==> src/rtl/mux4x1_pkg.sv <==
// Shared constants and types for the 4-channel round-robin mux/demux path.
package mux4x1_pkg;

  localparam int unsigned NUM_CH = 4;
  localparam int unsigned SEL_W  = 2;
  localparam int unsigned CNT_W  = 8;

  typedef logic [SEL_W-1:0] sel_t;

  // Last-grant pointer reset value; makes the first search order 0,1,2,3.
  localparam sel_t PTR_RST = 2'b11;

endpackage

==> src/rtl/rr_arb4.sv <==
// Combinational 4-way round-robin arbiter: searches ptr+1, ptr+2, ptr+3, ptr (mod 4).
module rr_arb4
  import mux4x1_pkg::*;
(
  input  logic [NUM_CH-1:0] req,
  input  sel_t              ptr,
  output logic              gnt_vld,
  output sel_t              gnt_idx
);

  always_comb begin
    gnt_vld = 1'b0;
    gnt_idx = ptr;
    for (int unsigned k = 1; k <= NUM_CH; k++) begin
      if (!gnt_vld && req[sel_t'(ptr + sel_t'(k))]) begin
        gnt_vld = 1'b1;
        gnt_idx = sel_t'(ptr + sel_t'(k));
      end
    end
  end

endmodule

==> src/rtl/mux4x1_rr.sv <==
// Four-input round-robin merging mux with a registered, source-tagged output beat.
// Optional per-channel grant counters are enabled by defining MUX4X1_RR_CNT_EN.
module mux4x1_rr
  import mux4x1_pkg::*;
#(
  parameter int unsigned DW = 8
) (
  input  logic                 clk,
  input  logic                 rst_n,
  input  logic                 enable,
  input  logic [NUM_CH*DW-1:0] in_data,
  input  logic [NUM_CH-1:0]    in_valid,
  output logic [NUM_CH-1:0]    in_ready,
  output logic [DW-1:0]        out_data,
  output sel_t                 out_sel,
  output logic                 out_valid,
`ifdef MUX4X1_RR_CNT_EN
  input  logic                 cnt_clr,
  output logic [31:0]          grant_cnt,
`endif
  input  logic                 out_ready
);

  logic [DW-1:0] r_out_data;
  sel_t          r_out_sel;
  logic          r_out_valid;
  sel_t          r_ptr;

  logic w_load;
  logic w_gnt_vld;
  sel_t w_gnt_idx;
  logic w_take;

  rr_arb4 u_arb (
    .req     (in_valid),
    .ptr     (r_ptr),
    .gnt_vld (w_gnt_vld),
    .gnt_idx (w_gnt_idx)
  );

  assign w_load   = enable && (!r_out_valid || out_ready);
  assign w_take   = w_load && w_gnt_vld;
  assign in_ready = w_take ? ({{(NUM_CH-1){1'b0}}, 1'b1} << w_gnt_idx) : '0;

  always_ff @(posedge clk or negedge rst_n) begin
    if (!rst_n) begin
      r_out_data  <= '0;
      r_out_sel   <= '0;
      r_out_valid <= 1'b0;
      r_ptr       <= PTR_RST;
    end else if (w_load) begin
      if (w_gnt_vld) begin
        r_out_data  <= in_data[w_gnt_idx*DW +: DW];
        r_out_sel   <= w_gnt_idx;
        r_out_valid <= 1'b1;
        r_ptr       <= w_gnt_idx;
      end else begin
        r_out_valid <= 1'b0;
      end
    end else if (r_out_valid && out_ready) begin
      // Disabled: the held beat still drains, but nothing replaces it.
      r_out_valid <= 1'b0;
    end
  end

  assign out_data  = r_out_data;
  assign out_sel   = r_out_sel;
  assign out_valid = r_out_valid;

`ifdef MUX4X1_RR_CNT_EN
  logic [CNT_W-1:0] r_cnt [NUM_CH];

  always_ff @(posedge clk or negedge rst_n) begin
    if (!rst_n) begin
      for (int i = 0; i < NUM_CH; i++) r_cnt[i] <= '0;
    end else begin
      for (int i = 0; i < NUM_CH; i++) begin
        if (cnt_clr) begin
          r_cnt[i] <= '0;
        end else if (w_take && (w_gnt_idx == sel_t'(i)) && (r_cnt[i] != {CNT_W{1'b1}})) begin
          r_cnt[i] <= r_cnt[i] + 1'b1;
        end
      end
    end
  end

  always_comb begin
    grant_cnt = '0;
    for (int i = 0; i < NUM_CH; i++) grant_cnt[i*CNT_W +: CNT_W] = r_cnt[i];
  end
`endif

endmodule

==> config.mk <==
export PLATFORM = sky130hd
export DESIGN_NAME = mux4x1_rr
export DESIGN_NICKNAME = d
export VERILOG_FILES = /design/src/rtl/mux4x1_pkg.sv /design/src/rtl/rr_arb4.sv /design/src/rtl/mux4x1_rr.sv
export SDC_FILE = /design/constraint.sdc
export NUM_CORES = 1
export LEC_CHECK = 0
export ABC_AREA = 1
export CORE_MARGIN = 2
export CORE_UTILIZATION = 43
export DETAILED_ROUTE_END_ITERATION = 10
export PLACE_DENSITY = 0.77
export RECOVER_POWER = 50
export SETUP_SLACK_MARGIN = 0.05
export SLEW_MARGIN = 0
export SYNTH_ARGS = -nofsm -noshare
export SYNTH_HDL_FRONTEND = slang
export SYNTH_SLANG_ARGS = --single-unit
==> constraint.sdc <==
create_clock -name clk -period 2.3 [get_ports clk]
set_clock_uncertainty 0.1 [all_clocks]
set_input_delay 0.23 -clock clk [delete_from_list [all_inputs] [get_ports clk]]
set_output_delay 0.23 -clock clk [all_outputs]
set_load 0.01 [all_outputs]
==> impl_metrics.csv <==
group,metric,value,unit
global_route,first_global_vias,1514,
detailed_routing,firstDrtPassIters,7,
placement,port_buffers,54,
pwr,ir_drop,1.022,mV
cells_and_area,layout_commonest_cell,"clkdlybuf4s50_1",
critical_path,cp.arrival,1990,ps
floorplanning,core_area,2805,um2
placement,place.gp.congestion,0.9287,
floorplanning,die_width,58.77,um
synth,yosysSeqAreaShare,25.41,%
clocking,cts.root.buffer_cell,"clkbuf_4",
sta,fin_setup_tns,-29.56,ps
sta,max_slew_margin,63.54,%
synth,yosys_register_bits,13,
critical_path,worstSetupPathType,"flip-flop to output pin",
clocking,cts_max_level,1,
global_route,antenna_found_initial,0,
run,maxCapViolCount,0,
synth,syn-cell-area,1290,um2
detailed_routing,num_vias,1495,
floorplanning,ios,55,
cells_and_area,antenna_cells,0,
clocking,clockBufferDepth,2,
clocking,clk_pin_slew,80,ps
critical_path,cp-end-kind,"output pin",
critical_path,r2r_cells,13,
global_route,grt-ovfl-total,0,
critical_path,start_kind,"flip-flop",
synth,synth_compound_area_share,2.619,%
status,run_status,"complete, but fails checks",
clocking,clkSinkCount,13,
cells_and_area,final_core_util,78.37,%
synth,synthMuxAreaShare,0,%
sta,period_share,101.1,%
cells_and_area,final_cell_mix,"clkdlybuf4s50_1 (47), nand2_1 (44), nand3_1 (35)",
detailed_routing,avgViaCountPerCell,5.155,
sta,setup_viol,2,
clocking,cts_buffers,3,
clocking,cts_hold_buf,0,
critical_path,crit_path_max_fanout,6,
pwr,leakagePower,0.001073,uW
status,violations,"DRC, setup timing",
floorplanning,die_h,58.77,um
placement,hpwl,3145,um
synth,syn_nets,212,
sta,fmax,430.3,MHz
cells_and_area,drive_above_1_share,40.93,%
detailed_routing,antenna_left,0,
floorplanning,dieArea,3454,um2
sta,finalCriticalPeriod,2324,ps
floorplanning,initial_core_util,45.99,%
global_route,track_usage,25.32,%
synth,syn_avg_cell_area,7.500,um2
critical_path,required,1970,ps
synth,synth.distinct_cells,23,
floorplanning,rows,19,
synth,synth-simple-area-share,63.82,%
synth,yosys_warnings,0,
critical_path,r2r_slack,70,ps
sta,finalHoldViolations,0,
synth,synthAdderAreaFrac,0,%
sta,rsz0062_at_grt,"yes",
sta,slew_violations,0,
pwr,power_density,1713,nW/um2
clocking,cts_tree,"done",
synth,synthXorXnorAreaFrac,0,%
cells_and_area,stdcell_area,2198,um2
global_route,grt_max_degree,17,
detailed_routing,drcViolationCount,3,
global_route,grt_pass1_wl,6693,um
sta,setup_slack,-24.21,ps
detailed_routing,routedWlPerCell,14.83,um
detailed_routing,wl,4301,um
cells_and_area,area_delta_synth_final,70.42,%
worst_hold_path,hp-class,"input pin to asynchronous set/reset pin",
placement,placed_area,1977,um2
clocking,clock_latency,270,ps
synth,syn_inst,172,
sta,worst_pin_slew,545.0,ps
synth,synth_top_family_by_area,"simple AND/OR/NAND/NOR gates",
cells_and_area,layout.nets,300,
detailed_routing,first_iter_violations,85,
==> logic make-up (layout without fill, tap and decap cells) <==
group	count (synthesis)	after routing
flops	13	13
compound gates	6	6
buf+inv	14	101
simple gates	139	139
==> synth_stat cells <==
cell type	n	area share, %
nand2_4	9	7.9
nand4_1	2	0.97
a21oi_1	2	0.78
o21ai_2	1	0.68
o21ai_0	1	0.39
buf_12	1	1.6
dfrtp_1	11	21
nand3_4	2	2.7
inv_1	3	0.87
inv_6	1	0.68
nor2_2	1	0.49
nor2_1	4	1.2
nand3_2	19	15
buf_6	2	1.7
nand3_1	38	15
nand2_1	51	15
o21ai_1	2	0.78
buf_4	1	0.58
inv_2	4	1.2
dfstp_2	2	4.1
buf_8	1	1.2
buf_2	1	0.39
nand2_2	13	6.3
==> layout make-up <==
type | count | area (um2)
fill | 195 | 606.8
timing repair buffer | 89 | 803.3
clock buffer | 4 | 26.28
inverter | 8 | 40.04
sequential | 13 | 327.8
tap | 31 | 38.79
multi-input combinational | 145 | 962.2
==> per-stage QoR <==
step,setup WS [ps],total power [uW],hold slack [ps],cells
floorplan,378.9,2292,-165.6,172
global placement,-142.6,3120,366.5,273
detailed placement,-197.2,3192,367.3,273
CTS,-0.9961,3638,229.4,286
global route,-101.0,4043,323.4,290
finish,-24.21,3765,273.7,290
==> layer usage <==
metal,vias up,wire (um),part of all wire [%],GRT usage [%]
li1,749,-,-,-
met1,702,1795,42,31.18
met2,38,2271,53,45.08
met3,6,165,3.8,2.198
met4,0,68,1.6,10.39
met5,-,0,0,0
==> where the power goes <==
group | total [uW] | internal (uW) | switching (uW)
combinational | 3190 | 1390 | 1800
sequential | 437 | 359 | 78.2
clock | 140 | 67.2 | 72.4
total | 3770 | 1820 | 1950
==> sequential cells by signal (all words and copies together), names as in the netlist <==
name,cells
out_sel,2
r_ptr,2
out_data,8
out_valid,1
==> worst paths after layout <==
path                                  start     endpoint
worst max-delay path               r_ptr[0]  in_ready[0]
max in group asynchronous             rst_n     r_ptr[1]
worst min register to register  out_data[7]  out_data[7]
worst max register to register     r_ptr[0]  out_data[0]
min in group clk                out_data[7]  out_data[7]
worst min-delay path                  rst_n  out_data[4]
==> timing repair <==
action / CTS / global route
setup buffers: 9 / 4
setup endpoints to repair: 4 / 12
gates resized for setup: 41 / 3
endpoints found under the hold margin: 0 / 0
pin swaps: 15 / 4
==> worst max-delay path: stages (launching register included) <==
cell and delay (ps):
dfstp_2 610, buf_12 140, nand2_4 50, nand2_4 90
nand2_4 80, nand2_8 90, nor2_4 40, nand4_1 90
nand3_2 110, inv_4 100, nand3_2 70, nor2_1 110
buf_2 140
Power figures use the tool's default switching activity.
